--- config.mk ---
export PLATFORM = sky130hd
export DESIGN_NAME = fifo_rd_packer_flat
export DESIGN_NICKNAME = d
export VERILOG_FILES = /design/src/rtl/fifo_rd_packer_if.sv /design/src/rtl/fifo_rd_packer.sv /design/src/flat_wrapper.sv
export SDC_FILE = /design/constraint.sdc
export NUM_CORES = 1
export LEC_CHECK = 0
export BUFFER_PORTS_ARGS = -buffer_cell sky130_fd_sc_hd__buf_2
export CAP_MARGIN = 25
export CORE_MARGIN = 4
export CORE_UTILIZATION = 37
export CTS_CLUSTER_SIZE = 8
export DETAILED_ROUTE_END_ITERATION = 10
export SETUP_SLACK_MARGIN = 0.15
export SKIP_CTS_REPAIR_TIMING = 1
export SLEW_MARGIN = 20
export SYNTH_ARGS = -nofsm -noshare
export SYNTH_HDL_FRONTEND = slang
export SYNTH_SLANG_ARGS = --single-unit
export TNS_END_PERCENT = 5
--- constraint.sdc ---
create_clock -name rclk -period 2 [get_ports rclk]
set_input_delay 0.4 -clock rclk [delete_from_list [all_inputs] [get_ports rclk]]
set_output_delay 0.4 -clock rclk [all_outputs]
set_load 0.03 [all_outputs]
--- src/rtl/fifo_rd_packer_if.sv ---
// FIFO pop port and packed-word output stream of the read-side packer.
// The master side is the packer itself; the slave side is the FIFO plus consumer.
interface fifo_rd_packer_if #(
  parameter int DATA_WIDTH = 8,
  parameter int PACK       = 4
);
  localparam int OUT_WIDTH = DATA_WIDTH * PACK;
  localparam int CW        = $clog2(PACK + 1);

  logic                  empty;
  logic [DATA_WIDTH-1:0] data_out;
  logic                  ren;
  logic                  flush;
  logic                  out_valid;
  logic                  out_ready;
  logic [OUT_WIDTH-1:0]  out_data;
  logic [CW-1:0]         out_bytes;
  logic                  flush_done;

  modport master (
    input  empty, data_out, flush, out_ready,
    output ren, out_valid, out_data, out_bytes, flush_done
  );

  modport slave (
    output empty, data_out, flush, out_ready,
    input  ren, out_valid, out_data, out_bytes, flush_done
  );
endinterface

--- src/rtl/fifo_rd_packer.sv ---
// Read-domain drain stage: pops FIFO entries and packs PACK of them little-endian
// into one wide word on a valid/ready stream; flush emits a short tail with its lane count.
module fifo_rd_packer #(
  parameter int DATA_WIDTH = 8,
  parameter int PACK       = 4
) (
  input  logic             rclk,
  input  logic             r_rstn,
  fifo_rd_packer_if.master bus
);
  localparam int OUT_WIDTH = DATA_WIDTH * PACK;
  localparam int CW        = $clog2(PACK + 1);
  localparam int IW        = $clog2(PACK);
  localparam logic [CW-1:0] CNT_LAST = CW'(PACK - 1);
  localparam logic [CW-1:0] CNT_FULL = CW'(PACK);

  typedef enum logic {ST_RUN, ST_FLUSH} state_t;

  state_t                          state_q, state_d;
  logic [PACK-1:0][DATA_WIDTH-1:0] acc_q, acc_d;
  logic [CW-1:0]                   cnt_q, cnt_d;
  logic                            pend_q, pend_d;
  logic [OUT_WIDTH-1:0]            out_data_q, out_data_d;
  logic [CW-1:0]                   out_bytes_q, out_bytes_d;
  logic                            out_valid_q, out_valid_d;
  logic                            flush_done_q, flush_done_d;

  logic                            slot_free;
  logic                            room;
  logic                            ren;
  logic [IW-1:0]                   lane;
  logic [PACK-1:0][DATA_WIDTH-1:0] partial;

  assign slot_free = !out_valid_q || bus.out_ready;
  assign lane      = cnt_q[IW-1:0];

  // A pop while the last lane is still in flight is safe only if that lane is
  // certain to transfer out; an idle output register guarantees it without
  // looking at out_ready.
  assign room = ((cnt_q + CW'(pend_q)) < CNT_FULL) ||
                (pend_q && (cnt_q == CNT_LAST) && !out_valid_q);

  assign ren = r_rstn && (state_q == ST_RUN) && !bus.flush && !bus.empty && room;

  for (genvar gi = 0; gi < PACK; gi++) begin : g_lane
    assign partial[gi] = (CW'(gi) < cnt_q) ? acc_q[gi] : '0;
  end

  always_comb begin
    state_d      = state_q;
    acc_d        = acc_q;
    cnt_d        = cnt_q;
    pend_d       = ren;
    out_data_d   = out_data_q;
    out_bytes_d  = out_bytes_q;
    out_valid_d  = out_valid_q && !bus.out_ready;
    flush_done_d = 1'b0;

    if (pend_q) begin
      if (cnt_q < CNT_LAST) begin
        acc_d[lane] = bus.data_out;
        cnt_d       = cnt_q + CW'(1);
      end else if (slot_free) begin
        out_data_d  = {bus.data_out, acc_q[PACK-2:0]};
        out_bytes_d = CNT_FULL;
        out_valid_d = 1'b1;
        cnt_d       = '0;
      end else begin
        acc_d[PACK-1] = bus.data_out;
        cnt_d         = CNT_FULL;
      end
    end else if ((cnt_q == CNT_FULL) && slot_free) begin
      out_data_d  = acc_q;
      out_bytes_d = CNT_FULL;
      out_valid_d = 1'b1;
      cnt_d       = '0;
    end

    case (state_q)
      ST_RUN: begin
        if (bus.flush) state_d = ST_FLUSH;
      end
      ST_FLUSH: begin
        if (!pend_q && (cnt_q != CNT_FULL) && slot_free) begin
          if (cnt_q != '0) begin
            out_data_d  = partial;
            out_bytes_d = cnt_q;
            out_valid_d = 1'b1;
            cnt_d       = '0;
          end
          flush_done_d = 1'b1;
          state_d      = ST_RUN;
        end
      end
      default: state_d = ST_RUN;
    endcase
  end

  always_ff @(posedge rclk) begin
    if (!r_rstn) begin
      state_q      <= ST_RUN;
      acc_q        <= '0;
      cnt_q        <= '0;
      pend_q       <= 1'b0;
      out_data_q   <= '0;
      out_bytes_q  <= '0;
      out_valid_q  <= 1'b0;
      flush_done_q <= 1'b0;
    end else begin
      state_q      <= state_d;
      acc_q        <= acc_d;
      cnt_q        <= cnt_d;
      pend_q       <= pend_d;
      out_data_q   <= out_data_d;
      out_bytes_q  <= out_bytes_d;
      out_valid_q  <= out_valid_d;
      flush_done_q <= flush_done_d;
    end
  end

  assign bus.ren        = ren;
  assign bus.out_valid  = out_valid_q;
  assign bus.out_data   = out_data_q;
  assign bus.out_bytes  = out_bytes_q;
  assign bus.flush_done = flush_done_q;
endmodule

--- src/flat_wrapper.sv ---
// flat-port wrapper written by rule: the top's interface ports become plain ports
module fifo_rd_packer_flat 
#(
  parameter int DATA_WIDTH = 8,
  parameter int PACK       = 4
)
  (rclk, r_rstn, bus_empty, bus_data_out, bus_flush, bus_out_ready, bus_ren, bus_out_valid, bus_out_data, bus_out_bytes, bus_flush_done);
  fifo_rd_packer_if #(.DATA_WIDTH(DATA_WIDTH), .PACK(PACK)) bus_i ();
  input  logic rclk;
  input  logic r_rstn;
  input wire logic [$bits(bus_i.empty)-1:0] bus_empty;
  input wire logic [$bits(bus_i.data_out)-1:0] bus_data_out;
  input wire logic [$bits(bus_i.flush)-1:0] bus_flush;
  input wire logic [$bits(bus_i.out_ready)-1:0] bus_out_ready;
  output wire logic [$bits(bus_i.ren)-1:0] bus_ren;
  output wire logic [$bits(bus_i.out_valid)-1:0] bus_out_valid;
  output wire logic [$bits(bus_i.out_data)-1:0] bus_out_data;
  output wire logic [$bits(bus_i.out_bytes)-1:0] bus_out_bytes;
  output wire logic [$bits(bus_i.flush_done)-1:0] bus_flush_done;
  assign bus_i.empty = bus_empty;
  assign bus_i.data_out = bus_data_out;
  assign bus_i.flush = bus_flush;
  assign bus_i.out_ready = bus_out_ready;
  assign bus_ren = bus_i.ren;
  assign bus_out_valid = bus_i.out_valid;
  assign bus_out_data = bus_i.out_data;
  assign bus_out_bytes = bus_i.out_bytes;
  assign bus_flush_done = bus_i.flush_done;
  fifo_rd_packer #(.DATA_WIDTH(DATA_WIDTH), .PACK(PACK)) u_core (.rclk(rclk), .r_rstn(r_rstn), .bus(bus_i));
endmodule
### Word-level counts from Yosys, hierarchy flattened

Index checks and enable logic that the tools add are counted.

* register bits after elaboration: 74
* input port bits: 13
* output and inout bits: 38

* add/sub/neg operators: 2
* magnitude comparators: 8
* equality and inequality tests: 4
* multiplexer cells: 41
* bitwise operators: 1
* reductions and logical operators: 22

Operator list (count)
* two-way mux 32 bit: 7
* two-way mux 8 bit: 7
* two-way mux 3 bit: 14
* bitwise mux 32 bit: 1
* demux 8 bit (select 2 bit): 1
* logical AND 1 bit: 11
* two-way mux 1 bit: 10
* less-than comparator 1 x 3 -> 1 bit, first input constant: 2
* less-than comparator 2 x 3 -> 1 bit, first input constant: 2
* AND reduction 2 bit: 3
* zero test 1 bit: 5
* adder 3 x 1 -> 3 bit: 1
* adder 3 x 1 -> 3 bit, second input constant: 1
* == test 3 x 2 -> 1 bit, second input constant: 1
* == test 3 bit, second input constant: 1
* less-than comparator 2 x 3 -> 1 bit, second input constant: 1
* less-than comparator 3 x 2 -> 1 bit, second input constant: 1
* less-than comparator 3 bit, second input constant: 1
* inequality test 3 bit, second input constant: 1
* nonzero test 3 bit: 1
* greater-or-equal comparator 2 x 1 -> 1 bit, second input constant: 1
* logical OR 1 bit: 2
* inequality test 2 bit, second input constant: 1
* one-hot mux 1 bit (2 select lines): 1
* NOT 1 bit: 1

### Logic depth before layout (Yosys ltp)

* word-level depth: 8
* mapped depth: 8
* gate-level depth less buffers: 6

### Worst setup path before layout

OpenSTA, ideal clock, no wires.

* path kind: flip-flop to output port
* start point: register u_core.pend_q
* end point: output bus_ren
* arrival: 1.698 ns
* required time: 1.600 ns
* slack: -0.098 ns
* cell stages (with the launch flop): 7
* path buffers: 2
* path through: dfxtp_1 -> buf_2 -> inv_2 -> clkbuf_1 -> nor3_1 -> o21ai_0 -> a31oi_1

* cells in the longest elaborated chain, start to end: 4

Ends and longest elaborated chain
* from (decl): line fifo_rd_packer.sv:22 `logic pend_q, pend_d;`
* from (signal assigned): line fifo_rd_packer.sv:113 `pend_q <= pend_d;`
* adder 3 x 1 -> 3 bit or logical AND 1 bit (tied branches): line fifo_rd_packer.sv:40, fifo_rd_packer.sv:41
* less-than comparator 3 bit or logical AND 1 bit (tied branches): line fifo_rd_packer.sv:40, fifo_rd_packer.sv:41
* logical OR 1 bit *: line fifo_rd_packer.sv:40 `assign room = ((cnt_q + CW'(pend_q)) < CNT_FULL) ||`
* logical AND 1 bit *: line fifo_rd_packer.sv:43 `assign ren = r_rstn && (state_q == ST_RUN) && !bus.flush && !bus.empty && room;`
* to (decl): line flat_wrapper.sv:15 `output wire logic [$bits(bus_i.ren)-1:0] bus_ren;`

Mark *: on every way between the ends. The rest lies on a longest branch, timed or not.

### Worst setup path in the final report

* start point: register u_core.cnt_q[1]
* end point: register u_core.out_data_q[24], in the netlist u_core.bus.out_data[24]

* cells in the longest elaborated chain, start to end: 7

Ends and longest elaborated chain
* from (decl): line fifo_rd_packer.sv:21 `logic [CW-1:0] cnt_q, cnt_d;`
* from (signal assigned): line fifo_rd_packer.sv:112 `cnt_q <= cnt_d;`
* branches (longest 6 deep; another with less-than comparator 3 x 2 -> 1 bit)
* two-way mux 32 bit *: line fifo_rd_packer.sv:79 `case (state_q)`
* to (signal assigned): line fifo_rd_packer.sv:114 `out_data_q <= out_data_d;`
* to (decl): line fifo_rd_packer.sv:23 `logic [OUT_WIDTH-1:0] out_data_q, out_data_d;`

Every way passes the cells marked *.
A chain may end at the register's enable or synchronous reset.

==> flow_metrics.py <==
metrics = {
    "critical_path": {
        "worst_setup_path_start_kind": "register",
        "r2r-end": "u_core.bus.out_data[24]$_SDFF_PN0_",
        "critPathMaxFanout": 8,
        "end_kind": "register",
        "cp.arrival_ns": 2.11,
        "worst-setup-path-type": "reg -> reg",
        "r2r_cells": 7,
        "required_ns": 2.24,
        "r2r_start": "u_core.cnt_q[1]$_SDFF_PN0_",
        "r2r_slack_ns": 0.12,
    },
    "floorplan": {
        "die_w_um": 96.6,
        "fp-row-count": 32,
        "initial_core_util_pct": 37.7,
        "core_area_um2": 7690,
        "ios": 51,
        "die-height_um": 96.6,
        "dieArea_um2": 9320,
    },
    "global_routing": {
        "grt_pass1_vias": 2255,
        "gr-usage-met3_pct": 3.95,
        "overflow": 0,
        "grt.busiest_layer": "met2",
        "globalRouteMet1Util_pct": 23.2,
        "grt_max_degree": 33,
        "antenna_found_initial": 0,
        "grt_pass1_wl_um": 11600,
        "gr-usage-all-layers_pct": 16.5,
        "grtUsageMet2_pct": 23.6,
    },
    "placed_design": {
        "dp_hpwl_um": 4970,
        "place_congestion": 0.836,
        "portBuffers": 50,
        "place_area_um2": 3310,
        "pre_cts_ws_ns": -0.0349,
    },
    "pwr": {
        "p_total_mw": 2.87,
        "p_per_area_nw_per_um2": 782,
        "peakVddDrop_mv": 0.356,
        "p_leak_nw": 1.68,
    },
    "clocking": {
        "clkSlewWorstSetupHoldPaths_ns": 0.08,
        "cts_inserted_buffers": 9,
        "root_buffer": "clkbuf_8",
        "cts_buffer_depth": 2,
        "htreeDepth": 3,
        "cts.sinks": 74,
        "cts_tree": "built",
        "clk_latency_ns": 0.36,
    },
    "logic_synthesis": {
        "netlist_area_um2": 2900,
        "synth_top_cells_by_area": "dfxtp_1 (51%), mux2i_1 (11%), a22o_1 (7.2%)",
        "synth_cell_types": 36,
        "synth_top_area_cell": "dfxtp_1",
        "ys_warn_count": 0,
        "syn_inst": 283,
        "synth_seq_cells": 74,
        "yosysTopAreaCellShare_pct": 51.1,
        "synth-seq-area-share_pct": 51.1,
        "syn_area_per_cell_um2": 10.3,
        "syn_nets": 300,
    },
    "timing": {
        "final-max-slew-violation-count": 0,
        "hold_violations": 0,
        "fin_skew_ns": 0.0134,
        "finalCritPeriodShare_pct": 93.8,
        "setup_slack_ns": 0.124,
        "rsz0062_at_grt": "yes",
        "setup_viol_count_final": 0,
        "hold_ws_ns": 0.312,
        "period_needed_ns": 1.88,
        "tightest_slew_ns": 0.538,
        "slew_headroom_pct": 64.2,
        "max_freq_mhz": 533,
    },
    "detailed_routing": {
        "viasPerCell": 5.25,
        "dr.pass1.iters": 4,
        "routedWlPerCell_um": 16.5,
        "drtAntennaViolNets": 0,
        "drc_errors": 0,
        "dr_total_vias": 2362,
        "drt_iter0_drc": 125,
        "totalWireLength_um": 7420,
    },
    "hold_path": {
        "hold_path.class": "in -> reg",
        "whs_endpoint": "u_core.pend_q$_SDFF_PN0_",
        "hold_depth": 4,
        "hold_start": "bus_empty",
    },
    "final_layout": {
        "area_delta_synth_final_pct": 26.3,
        "antennaDiodeCount": 0,
        "drive_gt1_share_pct": 31.9,
        "final_area_um2": 3670,
        "post-route-util_pct": 47.7,
        "finalNetCount": 360,
    },
    "job": {
        "drv_cap": 0,
    },
    "run_status": {
        "outcome": "finished clean",
    },
}
## routing by layer
layer | vias up | wire length, um
met1 | 1123 | 3600
met3 | 7 | 453
met4 | 0 | 97
met2 | 71 | 3270
li1 | 1161 | -
met5 | - | 0
## worst max-delay path by stage
| stage | from | endpoint | slack (ns) | cells past startpoint |
|---|---|---|---|---|
| 6_report | u_core.cnt_q[1]$_SDFF_PN0_ | u_core.bus.out_data[24]$_SDFF_PN0_ | 0.12 | 7 |
| 3_5_place_dp | bus_out_ready | u_core.bus.out_data[21]$_SDFF_PN0_ | -0.03 | 6 |
| 4_1_cts | u_core.cnt_q[1]$_SDFF_PN0_ | bus_ren | -0.12 | 5 |
| 5_1_grt | u_core.cnt_q[0]$_SDFF_PN0_ | bus_ren | 0.03 | 5 |
| 2_1_floorplan | u_core.cnt_q[0]$_SDFF_PN0_ | u_core.bus.out_data[26]$_SDFF_PN0_ | 0.14 | 8 |
| 3_3_place_gp | bus_out_ready | u_core.bus.out_data[23]$_SDFF_PN0_ | 0.03 | 6 |
## power breakdown
group,total [mW],switching (mW),internal (mW)
Sequential,1.49,0.00906,1.48
Clock,1.21,0.614,0.596
Combinational,0.168,0.103,0.0646
Total,2.87,0.726,2.14
## layout by cell type (no fill, tap or decap), drive strengths merged, types with 4 or more instances in the layout
cell / n
nand2: 21
nor2: 27
buf: 66
nand3: 6
dfxtp: 74
a31oi: 6
inv: 9
clkbuf: 11
a21oi: 13
ha: 4
a221o: 8
nor3: 5
nand4: 19
a22o: 24
mux2i: 33
## stage by stage
stage,cells,setup TNS [ns]
detailed placement,429,-0.244
global placement,429,0
global route,450,0
floorplan,283,0
finish,450,0
CTS,445,-0.401
## critical path, cell delays in order (launching register included)
cell and delay, ns:
dfxtp_4 0.39, inv_4 0.06, ha_4 0.16, and2b_4 0.28, a31o_4 0.16, and3b_2 0.27, buf_12 0.16, a221o_1 0.30
## layout make-up
class,instances,area (um^2)
Sequential cell,74,1490
Tap cell,102,128
Clock buffer,9,124
Multi-Input combinational cell,185,1380
Inverter,5,23.8
Timing Repair Buffer,68,439
Fill cell,727,4020
Clock inverter,7,81.3
## registers in the layout, indices dropped and copies added (netlist names)
name / flops
u_core.pend_q: 1
u_core.bus.out_bytes: 3
u_core.bus.out_valid: 1
u_core.state_q: 1
u_core.acc_q: 32
u_core.cnt_q: 3
u_core.bus.out_data: 32
u_core.bus.flush_done: 1
## synthesized netlist by cell type, drive strengths merged
library cell / count
buf: 11
nand3: 6
nor4: 1
a32oi: 1
and2: 2
inv: 5
and3b: 1
nand4: 19
o21ba: 1
a21oi: 13
dfxtp: 74
and3: 2
a221o: 8
nor2b: 1
o311a: 1
a22o: 24
nor3: 5
a31oi: 6
o21ai: 2
a211oi: 1
a21o: 1
a31o: 1
mux2i: 33
clkbuf: 8
and2b: 1
ha: 4
nor2: 27
o2111ai: 1
or2: 1
nand2b: 1
nand2: 21
## kinds of logic after synthesis
family / share of synthesized area (%)
flip-flops: 51.1
multiplexers: 11.4
adder cells (fa/ha/maj): 1.72
AND/OR/NAND/NOR: 15.6
buffers and inverters: 4.18
AO/OA/AOI/OAI: 16.0
No activity file was read; power rests on OpenSTA's default activity.
